**src/rtl/dx_stage_latch_if.sv**
```systemverilog
// D/X stage bundle: F/D side inputs, DX register outputs and stall status.
// master drives the F/D side, slave is the pipeline register.
interface dx_stage_latch_if #(
  parameter int CNT_W = 16
);
  logic [31:0]      fd_insn;
  logic [31:0]      fd_pc;
  logic [31:0]      reg_a;
  logic [31:0]      reg_b;
  logic             flush;
  logic             md_busy;
  logic [31:0]      dx_insn;
  logic [31:0]      dx_pc;
  logic [31:0]      dx_a;
  logic [31:0]      dx_b;
  logic             stall_fd;
  logic [CNT_W-1:0] stall_cnt;

  modport master (
    output fd_insn, fd_pc, reg_a, reg_b,
    output flush, md_busy,
    input  dx_insn, dx_pc, dx_a, dx_b,
    input  stall_fd, stall_cnt
  );

  modport slave (
    input  fd_insn, fd_pc, reg_a, reg_b,
    input  flush, md_busy,
    output dx_insn, dx_pc, dx_a, dx_b,
    output stall_fd, stall_cnt
  );
endinterface

```
**src/rtl/dx_stage_latch.sv**
```systemverilog
// D/X pipeline register with load-use bubble insertion,
// multdiv freeze and a saturating stall-cycle counter.
module dx_stage_latch #(
  parameter logic [31:0] NOP   = 32'h0000_0000,
  parameter int          CNT_W = 16
) (
  input logic           clock,
  input logic           reset,
  dx_stage_latch_if.slave bus
);

  typedef enum logic [1:0] {
    RUN    = 2'd0,
    BUBBLE = 2'd1,
    HOLD   = 2'd2
  } state_t;

  localparam logic [4:0] OP_R    = 5'b00000;
  localparam logic [4:0] OP_ADDI = 5'b00101;
  localparam logic [4:0] OP_LW   = 5'b01000;
  localparam logic [4:0] OP_SW   = 5'b00111;
  localparam logic [4:0] OP_BNE  = 5'b00010;
  localparam logic [4:0] OP_BLT  = 5'b00110;
  localparam logic [4:0] OP_JR   = 5'b00100;

  state_t           state;
  logic [31:0]      insnQ;
  logic [31:0]      pcQ;
  logic [31:0]      aQ;
  logic [31:0]      bQ;
  logic [CNT_W-1:0] cntQ;

  logic [4:0] fdOp;
  logic [4:0] fdRd;
  logic [4:0] fdRs;
  logic [4:0] fdRt;
  logic [4:0] dxOp;
  logic [4:0] dxRd;

  assign fdOp = bus.fd_insn[31:27];
  assign fdRd = bus.fd_insn[26:22];
  assign fdRs = bus.fd_insn[21:17];
  assign fdRt = bus.fd_insn[16:12];
  assign dxOp = insnQ[31:27];
  assign dxRd = insnQ[26:22];

  logic useRs;
  logic useRt;
  logic useRd;

  // sw data (rd) comes through the M/W bypass, so only rs is a source
  always_comb begin
    useRs = 1'b0;
    useRt = 1'b0;
    useRd = 1'b0;
    unique case (1'b1)
      fdOp == OP_R: begin
        useRs = 1'b1;
        useRt = 1'b1;
      end
      fdOp == OP_ADDI,
      fdOp == OP_LW,
      fdOp == OP_SW: useRs = 1'b1;
      fdOp == OP_BNE,
      fdOp == OP_BLT: begin
        useRd = 1'b1;
        useRs = 1'b1;
      end
      fdOp == OP_JR: useRd = 1'b1;
      default: ;
    endcase
  end

  logic loadUse;
  logic stallFd;

  assign loadUse = (dxOp == OP_LW) && (dxRd != 5'd0) &&
                   ((useRs && fdRs == dxRd) ||
                    (useRt && fdRt == dxRd) ||
                    (useRd && fdRd == dxRd));

  always_comb begin
    stallFd = 1'b0;
    if (!reset && !bus.flush)
      stallFd = bus.md_busy || (loadUse && state == RUN);
  end

  always_ff @(posedge clock or posedge reset) begin
    if (reset) begin
      state <= RUN;
      insnQ <= NOP;
      pcQ   <= '0;
      aQ    <= '0;
      bQ    <= '0;
      cntQ  <= '0;
    end else begin
      if (bus.flush) begin
        state <= RUN;
        insnQ <= NOP;
        pcQ   <= bus.fd_pc;
        aQ    <= '0;
        bQ    <= '0;
      end else if (bus.md_busy) begin
        state <= HOLD;
      end else if (loadUse && state == RUN) begin
        state <= BUBBLE;
        insnQ <= NOP;
        pcQ   <= bus.fd_pc;
        aQ    <= '0;
        bQ    <= '0;
      end else begin
        state <= RUN;
        insnQ <= bus.fd_insn;
        pcQ   <= bus.fd_pc;
        aQ    <= bus.reg_a;
        bQ    <= bus.reg_b;
      end
      if (stallFd && cntQ != {CNT_W{1'b1}})
        cntQ <= cntQ + 1'b1;
    end
  end

  assign bus.dx_insn   = insnQ;
  assign bus.dx_pc     = pcQ;
  assign bus.dx_a      = aQ;
  assign bus.dx_b      = bQ;
  assign bus.stall_fd  = stallFd;
  assign bus.stall_cnt = cntQ;

endmodule

```
**src/flat_wrapper.sv**
```systemverilog
// flat-port wrapper written by rule: the top's interface ports become plain ports
module dx_stage_latch_flat 
#(
  parameter logic [31:0] NOP   = 32'h0000_0000,
  parameter int          CNT_W = 16
)
  (clock, reset, bus_fd_insn, bus_fd_pc, bus_reg_a, bus_reg_b, bus_flush, bus_md_busy, bus_dx_insn, bus_dx_pc, bus_dx_a, bus_dx_b, bus_stall_fd, bus_stall_cnt);
  dx_stage_latch_if #(.CNT_W(CNT_W)) bus_i ();
  input logic clock;
  input logic reset;
  input wire logic [$bits(bus_i.fd_insn)-1:0] bus_fd_insn;
  input wire logic [$bits(bus_i.fd_pc)-1:0] bus_fd_pc;
  input wire logic [$bits(bus_i.reg_a)-1:0] bus_reg_a;
  input wire logic [$bits(bus_i.reg_b)-1:0] bus_reg_b;
  input wire logic [$bits(bus_i.flush)-1:0] bus_flush;
  input wire logic [$bits(bus_i.md_busy)-1:0] bus_md_busy;
  output wire logic [$bits(bus_i.dx_insn)-1:0] bus_dx_insn;
  output wire logic [$bits(bus_i.dx_pc)-1:0] bus_dx_pc;
  output wire logic [$bits(bus_i.dx_a)-1:0] bus_dx_a;
  output wire logic [$bits(bus_i.dx_b)-1:0] bus_dx_b;
  output wire logic [$bits(bus_i.stall_fd)-1:0] bus_stall_fd;
  output wire logic [$bits(bus_i.stall_cnt)-1:0] bus_stall_cnt;
  assign bus_i.fd_insn = bus_fd_insn;
  assign bus_i.fd_pc = bus_fd_pc;
  assign bus_i.reg_a = bus_reg_a;
  assign bus_i.reg_b = bus_reg_b;
  assign bus_i.flush = bus_flush;
  assign bus_i.md_busy = bus_md_busy;
  assign bus_dx_insn = bus_i.dx_insn;
  assign bus_dx_pc = bus_i.dx_pc;
  assign bus_dx_a = bus_i.dx_a;
  assign bus_dx_b = bus_i.dx_b;
  assign bus_stall_fd = bus_i.stall_fd;
  assign bus_stall_cnt = bus_i.stall_cnt;
  dx_stage_latch #(.NOP(NOP), .CNT_W(CNT_W)) u_core (.clock(clock), .reset(reset), .bus(bus_i));
endmodule
```
**config.mk**
```make
export PLATFORM = sky130hd
export DESIGN_NAME = dx_stage_latch_flat
export DESIGN_NICKNAME = d
export VERILOG_FILES = /design/src/rtl/dx_stage_latch_if.sv /design/src/rtl/dx_stage_latch.sv /design/src/flat_wrapper.sv
export SDC_FILE = /design/constraint.sdc
export NUM_CORES = 1
export LEC_CHECK = 0
export ABC_CLOCK_PERIOD_IN_PS = 4540
export CORE_ASPECT_RATIO = 1.5
export CORE_MARGIN = 2
export CORE_UTILIZATION = 37
export DETAILED_ROUTE_END_ITERATION = 12
export HOLD_SLACK_MARGIN = 0.03
export PLACE_DENSITY = 0.83
export SLEW_MARGIN = 0
export SYNTH_ARGS = -nofsm -noshare
export SYNTH_HDL_FRONTEND = slang
export SYNTH_SLANG_ARGS = --single-unit
```
**constraint.sdc**
```tcl
create_clock -name clock -period 4.54 [get_ports clock]
set_input_delay 0.681 -clock clock [delete_from_list [all_inputs] [get_ports clock]]
set_output_delay 0.681 -clock clock [all_outputs]
set_load 0.005 [all_outputs]
```
## Word-level counts from Yosys, hierarchy flattened

Index checks and enable logic that the tools add are counted.

- Multiplexer cells: 18
- Equality and inequality tests: 12
- Add/sub/neg operators: 1
- Reduce and logical (&&, ||, !) cells: 18

Operators with widths:

| cell | number |
|---|---|
| 2-to-1 mux 32 bit | 11 |
| == test 5 x 3 -> 1 bit (second input constant) | 4 |
| adder 16 x 1 -> 16 bit (second input constant) | 1 |
| inequality test 16 bit (second input constant) | 1 |
| == test 5 bit | 3 |
| == test 5 x 4 -> 1 bit (second input constant) | 2 |
| logical AND 1 bit | 8 |
| OR reduction 6 bit | 1 |
| == test 5 x 2 -> 1 bit (second input constant) | 1 |
| logical NOT 5 bit | 1 |
| 2-to-1 mux 1 bit | 5 |
| nonzero test 5 bit | 1 |
| 2-to-1 mux 2 bit | 2 |
| logical OR 1 bit | 3 |
| OR reduction 3 bit | 1 |
| logical NOT 1 bit | 2 |
| logical NOT 2 bit | 1 |
| inequality test 2 bit (second input constant) | 1 |

- Logic and storage cells: 55
- Output and inout bits: 145
- Bits in registers: 146

## Longest topological paths before layout

Gate-level depths: netlist of run 1.

- Word-level depth: 11
- Depth in mapped cells: 9

## Least setup slack after synthesis of run 1

OpenSTA, ideal clock, no wires.

- Kind: input-to-output
- Start point: input bus_fd_insn[31]
- End point: output bus_stall_fd
- Data arrival time: 1.886 ns
- Path slack: 1.973 ns
- Path buffers: 1
- Stages on the path: 5
- Path through: nor4_1 > o211ai_2 > a211oi_2 > buf_2 > and2_1

- Cells in the longest elaborated chain, start to end: 10

RTL lines:

| item | line | text |
|---|---|---|
| start, declared | flat_wrapper.sv:11 | `input wire logic [$bits(bus_i.fd_insn)-1:0] bus_fd_insn;` |
| == test 5 x 3 -> 1 bit, or another cell as far along | dx_stage_latch.sv:65 | `fdOp == OP_BLT: begin` |
| OR reduction 6 bit (no source line) | -- |  |
| 2-to-1 mux 1 bit | dx_stage_latch.sv:56 | `unique case (1'b1)` |
| logical AND 1 bit | dx_stage_latch.sv:78 | `((useRs && fdRs == dxRd) \|\|` |
| logical OR 1 bit | dx_stage_latch.sv:78 |  |
| logical OR 1 bit * | dx_stage_latch.sv:79 | `(useRt && fdRt == dxRd) \|\|` |
| logical AND 1 bit * | dx_stage_latch.sv:77 | `assign loadUse = (dxOp == OP_LW) && (dxRd != 5'd0) &&` |
| logical AND 1 bit * | dx_stage_latch.sv:85 | `stallFd = bus.md_busy \|\| (loadUse && state == RUN);` |
| logical OR 1 bit * | dx_stage_latch.sv:85 |  |
| 2-to-1 mux 1 bit * | dx_stage_latch.sv:84 | `if (!reset && !bus.flush)` |
| end, declared | flat_wrapper.sv:21 | `output wire logic [$bits(bus_i.stall_fd)-1:0] bus_stall_fd;` |

Mark *: on every way between the ends. The rest lies on a longest branch, timed or not.

## Worst setup path after layout of run 1

- Start point: input bus_fd_insn[16]
- End point: output bus_stall_fd

- Cells in the longest elaborated chain, start to end: 8

RTL lines:

| item | line |
|---|---|
| == test 5 bit | dx_stage_latch.sv:79 |
| logical AND 1 bit | dx_stage_latch.sv:79 |
| logical OR 1 bit | dx_stage_latch.sv:78 |
| logical OR 1 bit | dx_stage_latch.sv:79 |
| logical AND 1 bit | dx_stage_latch.sv:77 |
| logical AND 1 bit | dx_stage_latch.sv:85 |
| logical OR 1 bit | dx_stage_latch.sv:85 |
| 2-to-1 mux 1 bit | dx_stage_latch.sv:84 |

No other way between the ends.

==> impl_metrics.yaml, run 1 <==
cts:
  clkTransAtPathRegs_ns: 0.06
  insertion_delay_ns: 0.41
  cts_tree: "built"
  ctsLongestPathBuffers: 2
  cts_max_level: 4
  cts_buffers: 17
  cts_setup_buffers: 0
  cts_num_sinks: 146
  holdBufCountCts: 0
  postCtsResizedCells: 0
  root_buffer: "clkbuf_16"
placement:
  io_buffers: 276
  dpl_cell_area_mm2: 0.00865
  hpwl_um: 12400
  pre_cts_slack_ns: 1.00
  dp.cells: 855
  place_congestion: 0.819
sta:
  tns_ns: 0
  fin_crit_sh: 0.761
  period_minus_slack_ns: 3.46
  grt_setup_unrepaired: "false"
  worst_clock_skew_ns: 0.0142
  finalHoldViolCount: 0
  slew_headroom: 0.524
  timing.hold.ws_ns: 0.504
  max_freq_mhz: 289
  worst_pin_slew_ns: 0.714
  setup_slack_ns: 1.08
  slew_violations: 0
  finalSetupViolations: 0
yosys:
  syn_inst: 400
  yosysWarnings: 0
  post_synth_num_cell_types: 34
  syn-num-nets: 533
  synthesis.area_mm2: 0.00568
  synthAdderAreaFrac: 0.00220
  synthFlopType: "dfrtp_1"
  synthArstFlopShare: 1.00
  synth_top_family_by_area: "compound AO/OA/AOI/OAI gates"
  yosys.area_share.xor_xnor: 0.0431
  ys_seq_area_frac: 0.643
  yosys.area_share.simple: 0.0608
  synth_compound_gate_area_share: 0.160
  synth_edf_count: 0
  ys_ff_latch: 146
  synth.area.mux_share: 0.0674
  synth.avg_cell_area_um2: 14.2
floorplanning:
  rows: 55
  io_pins: 277
  coreArea_mm2: 0.0151
  die-width_um: 105
  die_area_mm2: 0.0164
  initial_core_util: 0.377
  die_h_um: 156
critical_path:
  crit_chain: "clkdlybuf4s50_1 > xor2_1 > nor4_1 > a22oi_1 > nand3_1 > and2_1 > clkdlybuf4s50_1"
  timing.rr.start: "u_core.bus.dx_insn[26]$_DFFE_PP0N_"
  reg2reg_setup_slack_ns: 2.06
  cpMaxStageDelayCell: "clkdlybuf4s50_1"
  cpPeakStageDelay_ns: 0.52
  cp-end-kind: "output port"
  cp-start-kind: "input port"
  critPathArrivalTime_ns: 2.78
  worst_ep_required_time_ns: 3.86
  critPathKind: "in2out"
  r2r_cells: 7
  reg2reg_to: "u_core.bus.dx_insn[25]$_DFFE_PP0N_"
  path_max_fanout: 2
  cp_common_cell: "clkdlybuf4s50_1"
final_layout:
  drive_above_1_share: 0.113
  nFillCells: 1180
  syn_to_final_growth_pct: 62.8
  final_common_cell: "clkdlybuf4s50_1"
  instances_no_fill: 887
  design_area_mm2: 0.00925
  nets: 808
  seqCellArea_mm2: 0.00365
  multi_input_area_mm2: 0.00190
  diodes: 0
  final_cell_mix: "276 x clkdlybuf4s50_1, 146 x dfrtp_1, 96 x a22o_1"
grt:
  track_usage: 0.210
  grt_max_degree: 130
  grt_pass1_vias: 4996
  overflow: 0
  grt_pass1_wl_um: 26800
  antenna_found_initial: 0
routing:
  vias: 4616
  wl_per_cell_um: 19.3
  drc: 0
  drt_iter0_drc: 278
  vias_per_cell: 5.20
  final_antenna_net_count: 0
  drtPass1Iterations: 5
  finalWirelength_um: 17100
power:
  vdd_drop_max_mv: 0.202
  leakagePower_nw: 4.00
  p_per_area_mw_per_mm2: 365
hold_path:
  worstHoldStart: "u_core.bus.dx_a[21]$_DFFE_PP0N_"
  hp-class: "reg2reg"
  hold_path_end: "u_core.bus.dx_a[21]$_DFFE_PP0N_"
  min_path_cells: 1
flow_run:
  cap_violations: 0
status:
  status: "finished clean"
[worst max path at each step]
stage               slack [ns]            to  cells past startpoint             from
finish                    1.08  bus_stall_fd                      7  bus_fd_insn[16]
global route              0.88  bus_stall_fd                      7  bus_fd_insn[16]
CTS                       0.98  bus_stall_fd                      7  bus_fd_insn[16]
detailed placement        1.00  bus_stall_fd                      7  bus_fd_insn[16]
global placement          1.05  bus_stall_fd                      7  bus_fd_insn[16]
floorplan                 1.97  bus_stall_fd                      5  bus_fd_insn[31]
[through the flow]
stage               utilization  power, mW
global placement          0.574       1.97
CTS                       0.614       3.42
detailed placement        0.574       1.99
finish                    0.614       3.38
floorplan                     -       1.64
global route              0.614       3.52
[worst max-delay path: cells and delay by family]
kind,cells,cell delay [ns]
buf+inv,2,0.96
compound gates,1,0.21
xor+xnor,1,0.15
simple gates,3,0.77
[report_power, final]
group          total, mW  leakage [nW]  internal [mW]  switching [mW]
sequential          1.46          1.89           1.39          0.0679
clock               1.42         0.282          0.826           0.590
combinational      0.509          1.82          0.330           0.179
total               3.38          4.00           2.55           0.836
[synthesized netlist by cell type, drive strengths merged (2+ instances only)]
cell type  count  area (um2)
xor2          16         140
nor4           6        37.5
xnor2         12         105
dfrtp        146        3650
inv            2        7.51
nor2           7        26.3
buf           14        80.1
nand2          5        18.8
nor3b          3        22.5
nand2b         2        12.5
and3           7        43.8
mux2          34         383
clkbuf        13        50.0
nand4         10        62.6
and4           2        17.5
a22o          96         841
nor4b          2        17.5
nand3         10        50.1
[logic make-up after synthesis]
group / count (synthesis)
multiplexers: 34
buffers and inverters: 29
XOR/XNOR: 28
adder cells (fa/ha/maj): 1
AO/OA/AOI/OAI: 104
AND/OR/NAND/NOR: 58
flip-flops: 146
[layout make-up]
type	instances	area share
inverters	2	0.00122
clock inverters	15	0.0187
well taps	199	0.0269
flip-flops and latches	146	0.395
repair buffers	283	0.307
multi-input cells	225	0.205
clock buffers	17	0.0460
[state kept, by name (all words and copies together), names as in the netlist]
register              cells
u_core.bus.dx_b          32
u_core.state              2
u_core.bus.dx_pc         32
u_core.bus.dx_insn       32
u_core.bus.stall_cnt     16
u_core.bus.dx_a          32
[routing by layer]
| metal | vias up | global-route usage | wire (um) |
|---|---|---|---|
| li1 | 2055 | - | - |
| met1 | 2301 | 0.233 | 6430 |
| met2 | 224 | 0.371 | 8920 |
| met5 | - | 0 | 0 |
| met4 | 0 | 0.0806 | 462 |
| met3 | 36 | 0.0689 | 1270 |
Note: power is estimated with default switching activity, not from simulation.
==> inputs of run 2 (changes only) <==
Settings changed: ABC_CLOCK_PERIOD_IN_PS 4540 to 3210, CORE_UTILIZATION 37 to 41, PLACE_DENSITY 0.83 to 0.87.
Clock period 4.54 ns to 3.21 ns, I/O delays scaled along.
==> run 2 against run 1 <==
Net effect: first-iteration DRC count fell by 43%; sequential power rose by 41%; final cell count fell by 4.1%; clock skew rose by 0.0017 ns; utilization rose by 6.5 points; sequential share of layout area rose by 0.27 points; non-clock buffer count rose by 1; combinational power rose by 42%.
==> impl_metrics.yaml, run 2 (same netlist as run 1, synthesis figures left out) <==
final_layout:
  final_cell_mix: "276 x clkdlybuf4s50_1, 146 x dfrtp_1, 96 x a22o_1"
  nFillCells: 983
  final_common_cell: "clkdlybuf4s50_1"
  diodes: 0
  final_util: 0.679
  nets: 809
  multi_input_area_mm2: 0.00190
  seqCellArea_mm2: 0.00365
  drive_above_1_share: 0.115
  syn_to_final_growth_pct: 61.7
cts:
  insertion_delay_ns: 0.41
  clkTransAtPathRegs_ns: 0.06
  cts_num_sinks: 146
  holdBufCountCts: 0
  cts_max_level: 4
  cts_buffers: 17
  cts_tree: "built"
  root_buffer: "clkbuf_16"
  ctsLongestPathBuffers: 2
  cts_setup_buffers: 0
  postCtsResizedCells: 0
grt:
  antenna_found_initial: 0
  track_usage: 0.223
  grt_pass1_wl_um: 25900
  overflow: 0
  grt_max_degree: 93
  grt_pass1_vias: 4910
placement:
  io_buffers: 276
  place_congestion: 0.863
  pre_cts_slack_ns: 0.262
  hpwl_um: 12400
routing:
  drt_iter0_drc: 158
  drtPass1Iterations: 6
  drc: 0
  finalWirelength_um: 16900
  final_antenna_net_count: 0
  wl_per_cell_um: 19.8
  vias_per_cell: 5.41
  vias: 4608
sta:
  tns_ns: 0
  period_minus_slack_ns: 2.95
  worst_pin_slew_ns: 0.841
  fin_crit_sh: 0.919
  worst_clock_skew_ns: 0.0159
  slew_headroom: 0.438
  finalSetupViolations: 0
  grt_setup_unrepaired: "false"
  max_freq_mhz: 339
  slew_violations: 0
  setup_slack_ns: 0.260
  timing.hold.ws_ns: 0.503
  finalHoldViolCount: 0
critical_path:
  timing.rr.start: "u_core.bus.dx_insn[23]$_DFFE_PP0N_"
  critPathCapture: "bus_stall_fd"
  r2r_cells: 6
  critPathKind: "in2out"
  path_max_fanout: 2
  crit_start: "bus_fd_insn[31]"
  critPathArrivalTime_ns: 2.47
  reg2reg_to: "u_core.bus.dx_b[14]$_DFFE_PP0N_"
  cp-end-kind: "output port"
  worst_ep_required_time_ns: 2.73
  cp-start-kind: "input port"
  reg2reg_setup_slack_ns: 0.50
floorplanning:
  die-width_um: 100
  die_area_mm2: 0.0148
  io_pins: 277
  coreArea_mm2: 0.0135
  die_h_um: 148
  rows: 52
  initial_core_util: 0.420
power:
  vdd_drop_max_mv: 0.356
  p_total_mw: 4.62
  p_per_area_mw_per_mm2: 503
  leakagePower_nw: 4.00
flow_run:
  cap_violations: 0
hold_path:
  hp-class: "reg2reg"
status:
  status: "finished clean"
==> run 2: cell count changes in the layout (fill, tap and decap cells not counted) <==
cell and delta:
buf_12 +2, clkinv_2 +2, clkinvlp_4 -1, bufinv_16 -2, inv_6 +1, buf_4 -1
==> run 2: metrics by stage <==
stage / std cells / cell area [um2]
finish: 851 / 9190
global route: 851 / 9190
CTS: 851 / 9190
detailed placement: 819 / 8640
global placement: 819 / 8640
floorplan: 400 / 5690
==> run 2: final cells by class <==
| type | count | area share |
|---|---|---|
| Clock buffer | 17 | 0.0463 |
| Clock inverter | 15 | 0.0135 |
| Inverter | 2 | 0.00123 |
| Multi-Input combinational cell | 225 | 0.207 |
| Sequential cell | 146 | 0.398 |
| Tap cell | 162 | 0.0221 |
| Timing Repair Buffer | 284 | 0.313 |
==> run 2: worst min-delay path by stage <==
stage	startpoint	end	cells past startpoint
2_1_floorplan	u_core.bus.stall_cnt[10]$_DFFE_PP0P_	u_core.bus.stall_cnt[10]$_DFFE_PP0P_	1
3_3_place_gp	u_core.bus.stall_cnt[10]$_DFFE_PP0P_	u_core.bus.stall_cnt[10]$_DFFE_PP0P_	1
3_5_place_dp	u_core.bus.dx_b[23]$_DFFE_PP0N_	u_core.bus.dx_b[23]$_DFFE_PP0N_	1
4_1_cts	u_core.bus.dx_pc[16]$_DFFE_PP0N_	u_core.bus.dx_pc[16]$_DFFE_PP0N_	1
5_1_grt	u_core.bus.dx_pc[16]$_DFFE_PP0N_	u_core.bus.dx_pc[16]$_DFFE_PP0N_	1
6_report	u_core.bus.dx_insn[3]$_DFFE_PP0N_	u_core.bus.dx_insn[3]$_DFFE_PP0N_	1
==> run 2: metal layers <==
| metal | part of all wire | routed length, um | vias up | global-route usage |
|---|---|---|---|---|
| met5 | 0 | 0 | - | 0 |
| met4 | 0.024 | 399 | 0 | 0.0733 |
| met3 | 0.084 | 1420 | 27 | 0.0846 |
| met2 | 0.52 | 8800 | 212 | 0.386 |
| met1 | 0.37 | 6230 | 2310 | 0.253 |
| li1 | - | - | 2059 | - |
==> run 2: critical path: stages <==
cell and delay, ns:
clkdlybuf4s50_1 0.47, nor4_1 0.36, o211ai_2 0.18, a211oi_2 0.28, and2_1 0.16, clkdlybuf4s50_1 0.54
==> run 2: where the power goes <==
part           internal [mW]  switching, mW
clock network           1.01          0.829
registers               1.96         0.0959
logic                  0.471          0.252
==> inputs of run 3 (changes only) <==
Settings changed: GPL_ROUTABILITY_DRIVEN set to 0, SETUP_SLACK_MARGIN set to 0.02.
==> results of run 3 <==
Same layout as run 2: the final DEF is identical, and so are final timing and power.
